$ cat config.mk
export PLATFORM = sky130hd
export DESIGN_NAME = branch_resolve_ctrl
export DESIGN_NICKNAME = d
export VERILOG_FILES = /design/src/rtl/branch_resolve_ctrl.sv
export SDC_FILE = /design/constraint.sdc
export NUM_CORES = 1
export LEC_CHECK = 0
export CAP_MARGIN = 10
export CORE_UTILIZATION = 51
export DETAILED_ROUTE_END_ITERATION = 16
export GPL_ROUTABILITY_DRIVEN = 0
export GPL_TIMING_DRIVEN = 0
export PLACE_DENSITY = 0.87
export SLEW_MARGIN = 10
export SYNTH_ARGS = -nofsm -noshare
export SYNTH_HDL_FRONTEND = slang
export SYNTH_SLANG_ARGS = --single-unit
$ cat constraint.sdc
create_clock -name clk -period 8.9 [get_ports clk]
set_input_delay 1.335 -clock clk [delete_from_list [all_inputs] [get_ports clk]]
set_output_delay 1.335 -clock clk [all_outputs]
set_load 0.05 [all_outputs]
$ cat src/rtl/branch_resolve_ctrl.sv
// -----------------------------------------------------------------------------
// branch_resolve_ctrl
//
// Branch controller around the EX-stage comparator. It sets the comparator
// mode (BrUn) from funct3, turns BrEQ/BrLT into a taken/not-taken outcome,
// predicts IF branches from a direct-mapped table of 2-bit saturating
// counters, issues a one-cycle registered redirect/flush on a misprediction,
// and counts resolved branches and mispredictions.
//
// Ports
//   clk, rst          clock, asynchronous active-high reset
//   if_pc, if_is_branch, if_imm
//                     IF instruction info used for prediction
//   pred_taken, pred_target
//                     combinational IF prediction and target (if_pc + if_imm)
//   ex_valid, ex_is_branch, ex_funct3, ex_pc, ex_target, ex_pred_taken,
//   ex_stall          EX instruction info used for resolution
//   BrUn              comparator mode (combinational from ex_funct3)
//   BrEQ, BrLT        comparator results
//   redirect_valid, redirect_pc, flush
//                     registered correct-path redirect, high for one cycle
//   br_count, mispred_count
//                     wrapping 32-bit statistics counters
//
// States
//   state | meaning
//   RUN   | normal operation, EX branches are resolved
//   FLUSH | redirect cycle, EX contents are wrong-path and ignored
// -----------------------------------------------------------------------------

`ifndef BrUn_UNSIGNED
`define BrUn_UNSIGNED 1'b1
`endif
`ifndef BrUn_SIGNED
`define BrUn_SIGNED 1'b0
`endif
`ifndef BrEQ_BEQ
`define BrEQ_BEQ 1'b1
`endif
`ifndef BrEQ_BNE
`define BrEQ_BNE 1'b0
`endif
`ifndef BrLT_BLT
`define BrLT_BLT 1'b1
`endif
`ifndef BrLT_BGE
`define BrLT_BGE 1'b0
`endif

module branch_resolve_ctrl #(
   parameter int IDX_W = 4,
   parameter int XLEN  = 32
) (
   input  logic            clk,
   input  logic            rst,
   input  logic [XLEN-1:0] if_pc,
   input  logic            if_is_branch,
   input  logic [XLEN-1:0] if_imm,
   output logic            pred_taken,
   output logic [XLEN-1:0] pred_target,
   input  logic            ex_valid,
   input  logic            ex_is_branch,
   input  logic [2:0]      ex_funct3,
   input  logic [XLEN-1:0] ex_pc,
   input  logic [XLEN-1:0] ex_target,
   input  logic            ex_pred_taken,
   input  logic            ex_stall,
   output logic            BrUn,
   input  logic            BrEQ,
   input  logic            BrLT,
   output logic            redirect_valid,
   output logic [XLEN-1:0] redirect_pc,
   output logic            flush,
   output logic [31:0]     br_count,
   output logic [31:0]     mispred_count
);

   localparam int N_ENTRIES = 1 << IDX_W;

   typedef enum logic {
      RUN   = 1'b0,
      FLUSH = 1'b1
   } state_t;

   state_t            state_q, state_d;
   logic [1:0]        bht_q [N_ENTRIES];
   logic [1:0]        bht_d [N_ENTRIES];
   logic              redirect_valid_q, redirect_valid_d;
   logic              flush_q, flush_d;
   logic [XLEN-1:0]   redirect_pc_q, redirect_pc_d;
   logic [31:0]       br_count_q, br_count_d;
   logic [31:0]       mispred_count_q, mispred_count_d;

   logic [IDX_W-1:0]  if_idx;
   logic [IDX_W-1:0]  ex_idx;
   logic              actual_taken;
   logic              resolve;
   logic              mispredict;
   logic [XLEN-1:0]   ex_pc_plus4;

   // ---------------------------------------------------------------------
   // IF-side prediction; reads the registered table, so a same-cycle
   // update at this index is not visible until the next cycle.
   // ---------------------------------------------------------------------
   assign if_idx      = if_pc[IDX_W+1:2];
   assign ex_idx      = ex_pc[IDX_W+1:2];
   assign pred_taken  = if_is_branch & bht_q[if_idx][1];
   assign pred_target = if_pc + if_imm;

   // ---------------------------------------------------------------------
   // EX-side comparator control and outcome decode
   // ---------------------------------------------------------------------
   assign BrUn = ex_funct3[1] ? `BrUn_UNSIGNED : `BrUn_SIGNED;

   always_comb begin
      actual_taken = 1'b0;
      case (ex_funct3)
         3'b000:          actual_taken = (BrEQ == `BrEQ_BEQ);
         3'b001:          actual_taken = (BrEQ == `BrEQ_BNE);
         3'b100, 3'b110:  actual_taken = (BrLT == `BrLT_BLT);
         3'b101, 3'b111:  actual_taken = (BrLT == `BrLT_BGE);
         // 010/011 are not real branches; they resolve as not taken
         default:         actual_taken = 1'b0;
      endcase
   end

   assign resolve     = ex_valid & ex_is_branch & ~ex_stall & (state_q == RUN);
   assign mispredict  = resolve & (actual_taken != ex_pred_taken);
   assign ex_pc_plus4 = ex_pc + XLEN'(4);

   // ---------------------------------------------------------------------
   // Next-state logic
   // ---------------------------------------------------------------------
   always_comb begin
      state_d          = state_q;
      redirect_valid_d = 1'b0;
      flush_d          = 1'b0;
      redirect_pc_d    = redirect_pc_q;
      br_count_d       = br_count_q;
      mispred_count_d  = mispred_count_q;
      bht_d            = bht_q;

      case (state_q)
         RUN: begin
            if (mispredict) begin
               state_d = FLUSH;
            end
         end
         FLUSH: begin
            state_d = RUN;
         end
         default: begin
            state_d = RUN;
         end
      endcase

      // mispredict already implies RUN, so redirect flags are high only
      // in the cycle spent in FLUSH
      if (mispredict) begin
         redirect_valid_d = 1'b1;
         flush_d          = 1'b1;
         redirect_pc_d    = actual_taken ? ex_target : ex_pc_plus4;
         mispred_count_d  = mispred_count_q + 32'd1;
      end

      if (resolve) begin
         br_count_d = br_count_q + 32'd1;
         if (actual_taken) begin
            if (bht_q[ex_idx] != 2'b11) begin
               bht_d[ex_idx] = bht_q[ex_idx] + 2'b01;
            end
         end else begin
            if (bht_q[ex_idx] != 2'b00) begin
               bht_d[ex_idx] = bht_q[ex_idx] - 2'b01;
            end
         end
      end
   end

   // ---------------------------------------------------------------------
   // State and registered outputs
   // ---------------------------------------------------------------------
   always_ff @(posedge clk or posedge rst) begin
      if (rst) begin
         state_q          <= RUN;
         redirect_valid_q <= 1'b0;
         flush_q          <= 1'b0;
         redirect_pc_q    <= '0;
         br_count_q       <= '0;
         mispred_count_q  <= '0;
         for (int i = 0; i < N_ENTRIES; i++) begin
            bht_q[i] <= 2'b01;
         end
      end else begin
         state_q          <= state_d;
         redirect_valid_q <= redirect_valid_d;
         flush_q          <= flush_d;
         redirect_pc_q    <= redirect_pc_d;
         br_count_q       <= br_count_d;
         mispred_count_q  <= mispred_count_d;
         bht_q            <= bht_d;
      end
   end

   assign redirect_valid = redirect_valid_q;
   assign flush          = flush_q;
   assign redirect_pc    = redirect_pc_q;
   assign br_count       = br_count_q;
   assign mispred_count  = mispred_count_q;

endmodule
== Word level (Yosys, flattened, before mapping) ==
Index checks and enable logic that the tools add are counted.
Storage, ports and cells
  bits in registers: 130
  bits of input ports: 140
  output and inout port bits: 132
  logic and storage cells: 74
Cells by class
  add/subtract/negate cells: 6
  order comparisons: 3
  equal/unequal tests: 8
  mux-type cells: 18
  bitwise gates (word level): 11
  reduce and logical (&&, ||, !) cells: 7
Operators with widths (count)
  $mux W32: 4
  $add A32 B1 Y32 const B: 2
  $bwmux W32: 2
  $add A32 B3 Y32 const B: 1
  $add A32 B32 Y32: 1
  $bmux W2 S4: 2
  $eq A3 B3 Y1 const B: 4
  $ge A5 B5 Y1 const B: 2
  $mux W2: 5
  $not A4 Y5: 2
  $demux W2 S4: 1
  $and A1 B1 Y1: 5
  $lt A5 B1 Y1 const B: 1
  $not A1 Y1: 4
  $pmux W1 S4: 1
  $reduce_bool A2 Y1: 2
  $reduce_or A2 Y1: 2
  $eq A3 B1 Y1 const B: 1
  $logic_not A3 Y1: 1
  $reduce_and A3 Y1: 1
  $add A2 B1 Y2 const B: 1
  $mux W1: 2
  $ne A2 B1 Y1 const B: 1
  $ne A2 B2 Y1 const B: 1
  other kinds (4): 4

== Longest topological paths before layout ==
Gate-level depths: netlist of run 1.
  depth in word-level cells: 8
  depth in mapped cells: 13
  depth with buffers taken out: 11

== Least setup slack after synthesis of run 1 ==
OpenSTA, ideal clock, no wires.
  path type: input-to-output
  from: in if_pc[0]
  to: out pred_target[30]
  arrival time: 3779 ps
  data required time: 7565 ps
  slack: 3786 ps
  stages on the path: 8
  cells stage by stage: ha_1 fa_1 a21o_1 a221o_1 o31ai_2 nand3_1 and4_1 a211oi_2
On the way
  cells in the longest elaborated chain, start to end: 1
Ends and longest elaborated chain
  start, declared: RTL line 56  | input logic [XLEN-1:0] if_pc,
  $add A32 B32 Y32: RTL line 108  | assign pred_target = if_pc + if_imm;
  end, declared: RTL line 60  | output logic [XLEN-1:0] pred_target,
Every way passes these cells.

== Worst setup path after layout of run 1 ==
  from: in if_pc[2]
  to: out pred_target[25]
Same word-level chain as after synthesis.

==> impl_metrics.csv, run 1 <==
group,metric,value,unit
sta,slew-limit-headroom,0.5182,
synthesis,ys_warn_count,0,
clock_network,ctsHoldBuffers,0,
worst_setup_path,cp_top_family,"buffers and inverters",
min_path,hold_path.class,"flop to flop",
run,drv_cap,0,
clock_network,worstSkewPairLatency,420,ps
worst_setup_path,path_buf_inv,2,
cells_and_area,layout_commonest_cell,"clkdlybuf4s50_1",
cells_and_area,final-seq-area,3273,um^2
routing,wl_per_cell,17.43,um
global_routing,grt_pass1_wl,39750,um
worst_setup_path,path_cells,"clkdlybuf4s50_1 -> ha_1 -> o211a_1 -> a21oi_1 -> o21ai_0 -> o21ai_1 -> o21ai_0 -> xnor2_1 -> clkdlybuf4s50_1",
synthesis,synth-main-ff-cell,"dfrtp_1",
synthesis,syn_inst,886,
clock_network,cts_tree,"built",
floorplanning,start_util,0.5220,
power,powerDensity,195.2,nW/um^2
synthesis,async_flop_share,1.000,
synthesis,ys_ff_latch,130,
cells_and_area,layout_common_cells,"clkdlybuf4s50_1 (270), dfrtp_1 (114), nand2_1 (109), xnor2_1 (78), nor2_1 (64)",
cells_and_area,drive_above_1_share,0.1034,
routing,drt_iter0_markers,632,
floorplanning,fp.dieH,132.3,um
clock_network,clock_sinks,130,
worst_setup_path,cp-start-kind,"primary input",
synthesis,synth.avg_cell_area,9.770,um^2
global_routing,grt_antenna_before_repair,0,
sta,slew_violations,0,
clock_network,cts_setup_buffers,0,
clock_network,clk_pin_slew_worst_paths,60,ps
routing,vias_per_cell,5.756,
clock_network,cts_root_buf,"clkbuf_16",
sta,final-hold-violation-count,0,
synthesis,yosysUniqueCellTypes,76,
sta,fin_crit_sh,0.7069,
floorplanning,die-area,17500,um^2
cells_and_area,fin_nets,1356,
worst_setup_path,critPathArrivalTime,4960,ps
routing,drc_errors,0,
sta,setup_viol,0,
worst_setup_path,cp-end-kind,"output pin",
floorplanning,ioPinCount,272,
global_routing,grt_pass1_vias,8079,
clock_network,post_cts_resized,0,
global_routing,track_usage,0.2846,
cells_and_area,nFillCells,1197,
sta,grt_setup_unrepaired,"false",
status,outcome,"completed",
worst_setup_path,critical_path_class,"primary input to output pin",
global_routing,grt_max_degree,87,
routing,vias,8110,
worst_setup_path,reg2reg_setup_slack,5600,ps
place,dp_hpwl,18980,um
cells_and_area,area_delta_synth_final,41.25,%
worst_setup_path,cpPeakStageDelay,850,ps
routing,wl,24560,um
clock_network,clk_path_buf_depth,2,
synthesis,seq_area_frac_synth,0.3781,
sta,clock_skew,11.74,ps
power,p_leak,5.243,nW
place,dp_slack,2691,ps
clock_network,cts_buffers,17,
routing,dr.pass1.iters,5,
synthesis,syn-cell-area,8656,um^2
sta,setup_tns,0,ps
worst_setup_path,cp_max_fo,5,
synthesis,synth_enable_flop_cells,0,
sta,setup_ws,2609,ps
power,ir_drop,0.1469,mV
floorplanning,rows,47,
place,port_buffers,270,
global_routing,overflow,0,
worst_setup_path,required,7570,ps
routing,final_antenna_net_count,0,
cells_and_area,antenna_cells,0,
sta,min_period,6291,ps
floorplanning,die_width,132.3,um
cells_and_area,multi_input_area,5096,um^2
clock_network,htreeDepth,4,
sta,tightest_slew,713.4,ps
floorplanning,fp.coreArea,16580,um^2
worst_setup_path,crit_slowest_cell,"clkdlybuf4s50_1",
synthesis,syn_nets,1066,
sta,clock.fmax,159.0,MHz
metrics by stage:
| stage | hold WS [ps] | instance area, um^2 | utilization | total power, mW | std cells |
|---|---|---|---|---|---|
| global placement | 459.7 | 11630 | 0.7015 | 1.703 | 1376 |
| finish | 469.0 | 12230 | 0.7373 | 2.386 | 1409 |
| global route | 490.6 | 12230 | 0.7373 | 2.480 | 1409 |
| CTS | 470.0 | 12230 | 0.7373 | 2.394 | 1409 |
| detailed placement | 462.4 | 11670 | 0.7035 | 1.722 | 1377 |
| floorplan | 475.8 | 8656 | - | 1.361 | 886 |
synth_stat cells, types with 5 or more instances:
library cell,instances,area share
nor3_1,11,0.0064
clkbuf_1,14,0.0061
nand4_1,26,0.019
dfstp_2,16,0.049
nand2_1,109,0.047
and2_1,9,0.0065
xor2_1,43,0.044
o21a_1,6,0.0052
o211ai_1,10,0.0087
a31oi_1,6,0.0043
nand3_1,39,0.023
a211oi_1,8,0.0069
o21ai_0,35,0.020
ha_1,39,0.056
a21o_1,13,0.011
mux2_1,29,0.038
dfrtp_1,114,0.33
a21oi_1,32,0.019
and4_1,12,0.012
inv_1,23,0.010
buf_4,7,0.0061
buf_2,13,0.0075
o31ai_1,10,0.0087
nand2_2,5,0.0036
xnor2_1,78,0.079
and3_1,20,0.014
mux4_2,14,0.036
nor2_1,64,0.028
mux2i_1,6,0.0069
cells by family after synthesis:
| kind of cell | Yosys count | synth area share |
|---|---|---|
| xor+xnor | 122 | 0.1243 |
| compound gates | 154 | 0.1201 |
| mux | 57 | 0.09439 |
| flops | 130 | 0.3781 |
| buf+inv | 61 | 0.03310 |
| fa+ha+maj | 40 | 0.05869 |
| simple gates | 322 | 0.1912 |
where the power goes:
| part | switching, mW | internal [mW] | total, mW |
|---|---|---|---|
| combinational | 0.614 | 0.359 | 0.974 |
| clock | 0.277 | 0.388 | 0.665 |
| sequential | 0.0662 | 0.681 | 0.748 |
| total | 0.958 | 1.43 | 2.39 |
path summary, 6_finish.rpt:
path	from	endpoint	depth (start not counted)
max	if_pc[2]	pred_target[25]	9
min	mispred_count[31]$_DFFE_PP0P_	mispred_count[31]$_DFFE_PP0P_	1
max reg2reg	flop	bht_q[3]$_DFFE_PP0P_	11
min reg2reg	mispred_count[31]$_DFFE_PP0P_	mispred_count[31]$_DFFE_PP0P_	1
max in group asynchronous	rst	br_count[18]$_DFFE_PP0P_	3
min in group asynchronous	rst	bht_q[17]$_DFFE_PP0P_	2
per-layer routing:
layer,vias up,routed length [um],global-route usage
met5,-,0,0
met3,74,1466,0.06113
met2,326,12250,0.4824
li1,3750,-,-
met4,0,968,0.1309
met1,3960,9880,0.3475
worst reg2reg max path, delay by kind of cell (launching register included):
kind	cells	cell delay, ps
mux	3	1100
compound gates	3	900
flops	1	380
simple gates	2	330
buf+inv	2	310
fa+ha+maj	1	160
cell type report:
type	count	share of cell area
Inverter	24	0.007777
Timing Repair Buffer	271	0.2233
Clock buffer	18	0.03510
Clock inverter	14	0.01075
Tap cell	220	0.02251
Sequential cell	130	0.2677
Multi-Input combinational cell	695	0.4168
Buffer	37	0.01607
No activity file was read; power rests on OpenSTA's default activity.
==> run 2: changes to the inputs <==
Settings changed: CORE_UTILIZATION 51 to 48, PLACE_DENSITY 0.87 to 0.82.
Clock period 8.9 ns to 5.8 ns, I/O delays scaled along.
==> impl_metrics.csv, run 2 (synthesis results as in run 1) <==
group,metric,value,unit
clock_network,cts_tree,"built",
power,pwr-share-comb,0.397,
routing,wl,24520,um
floorplanning,fp.coreArea,17480,um^2
run,drv_cap,0,
global_routing,track_usage,0.2742,
cells_and_area,layout_common_cells,"clkdlybuf4s50_1 (270), dfrtp_1 (114), nand2_1 (109), xnor2_1 (78), nor2_1 (64)",
clock_network,cts_root_buf,"clkbuf_16",
worst_setup_path,critical_path_class,"primary input to output pin",
global_routing,grt_pass1_vias,7899,
floorplanning,ioPinCount,272,
clock_network,clock_sinks,130,
floorplanning,start_util,0.4953,
sta,slew_violations,0,
cells_and_area,area_delta_synth_final,41.92,%
power,p_seq_frac,0.305,
cells_and_area,drive_above_1_share,0.1034,
cells_and_area,fin_nets,1356,
clock_network,cts_buffers,17,
worst_setup_path,cp-end-kind,"output pin",
clock_network,clk_path_buf_depth,2,
clock_network,clk_pin_slew_worst_paths,60,ps
routing,wl_per_cell,17.34,um
min_path,hold-path-endpoint,"br_count[31]$_DFFE_PP0P_",
routing,vias_per_cell,5.557,
routing,drc_errors,0,
routing,final_antenna_net_count,0,
power,ir_drop,0.2465,mV
clock_network,post_cts_resized,0,
clock_network,cts_setup_buffers,0,
worst_setup_path,reg2reg_setup_slack,2550,ps
worst_setup_path,cp-start-kind,"primary input",
sta,min_period,5289,ps
routing,vias,7858,
worst_setup_path,cp_max_fo,5,
clock_network,worstSkewPairLatency,420,ps
cells_and_area,antenna_cells,0,
power,p_int,2.279,mW
power,pwr-share-clk,0.297,
sta,clock.fmax,189.1,MHz
global_routing,grt_antenna_before_repair,0,
place,port_buffers,270,
place,dp_hpwl,18890,um
global_routing,grt_max_degree,71,
sta,fin_crit_sh,0.9119,
power,p_leak,5.267,nW
cells_and_area,finish.utilization,0.7029,
worst_setup_path,critPathArrivalTime,4420,ps
floorplanning,die-area,18570,um^2
floorplanning,die_width,136.3,um
sta,setup_viol,0,
worst_setup_path,rr_worst_depth,11,
global_routing,grt_pass1_wl,39990,um
clock_network,htreeDepth,4,
status,outcome,"completed",
sta,final-hold-violation-count,0,
min_path,min_from,"br_count[31]$_DFFE_PP0P_",
global_routing,overflow,0,
sta,slew-limit-headroom,0.5702,
routing,drt_iter0_markers,384,
floorplanning,fp.dieH,136.3,um
place,dp_slack,539.6,ps
power,p_sw_frac,0.3911,
cells_and_area,layout_commonest_cell,"clkdlybuf4s50_1",
min_path,min_path_cells,1,
routing,dr.pass1.iters,5,
sta,grt_setup_unrepaired,"false",
worst_setup_path,required,4930,ps
worst_setup_path,timing.rr.end,"bht_q[11]$_DFFE_PP0P_",
floorplanning,rows,48,
min_path,hold_path.class,"flop to flop",
sta,tightest_slew,636.4,ps
power,switchingPower,1.464,mW
power,powerDensity,304.7,nW/um^2
clock_network,ctsHoldBuffers,0,
sta,setup_ws,511.2,ps
sta,clock_skew,8.464,ps
==> run 2: cell count changes in the layout (fill, tap and decap cells not counted) <==
cell | before | now
clkinv_4 | 2 | 6
inv_6 | 6 | 3
bufinv_16 | 1 | 3
clkinv_2 | 2 | 0
clkinvlp_4 | 4 | 3
==> run 2: worst max-delay path, cell delays in order <==
cell	delay, ps
clkdlybuf4s50_1	700
ha_1	350
o211a_1	230
a21oi_1	300
o21ai_0	240
o21ai_1	430
o21ai_0	200
xnor2_1	240
clkdlybuf4s50_1	850
==> run 2: layer usage <==
layer	vias up	track usage	wire length, um
met5	-	0	0
met4	0	0.1019	618
met3	41	0.05332	1300
met2	227	0.4585	12170
met1	3835	0.3496	10430
li1	3755	-	-
==> run 2: power groups by stage <==
stage | clock network [mW] | registers, mW | logic (mW)
floorplan | 0 | 1.48 | 0.612
global placement | 0 | 1.15 | 1.46
detailed placement | 0 | 1.15 | 1.49
CTS | 1.13 | 1.14 | 1.49
global route | 1.17 | 1.16 | 1.57
finish | 1.11 | 1.14 | 1.49
==> run 2: area by class of cell <==
| type | count | area [um^2] |
|---|---|---|
| fillers | 1315 | 5192 |
| multi-input cells | 695 | 5096 |
| flip-flops and latches | 130 | 3273 |
| repair buffers | 271 | 2730 |
| clock buffers | 18 | 429.2 |
| well taps | 225 | 281.5 |
| plain buffers | 37 | 196.4 |
| clock inverters | 14 | 182.7 |
| inverters | 24 | 95.09 |
==> run 2: how the worst max path moves through the flow <==
stage	from	slack, ps	cells past startpoint	to
floorplan	rst	1490	1	bht_q[11]$_DFFE_PP0P_
global placement	rst	-380	2	mispred_count[26]$_DFFE_PP0P_
detailed placement	if_pc[2]	540	9	pred_target[25]
CTS	if_pc[2]	520	9	pred_target[25]
global route	if_pc[2]	370	9	pred_target[27]
finish	if_pc[2]	510	9	pred_target[25]
==> run 2: per-stage QoR <==
step	TNS [ps]	instances	hold WS (ps)	total power [mW]	cell area [um^2]
2_1_floorplan	0	886	475.8	2.088	8656
3_3_place_gp	-41930	1381	458.1	2.612	11640
3_5_place_dp	0	1382	466.8	2.639	11670
4_1_cts	0	1414	475.9	3.759	12280
5_1_grt	0	1414	497.5	3.902	12280
6_report	0	1414	473.0	3.743	12280
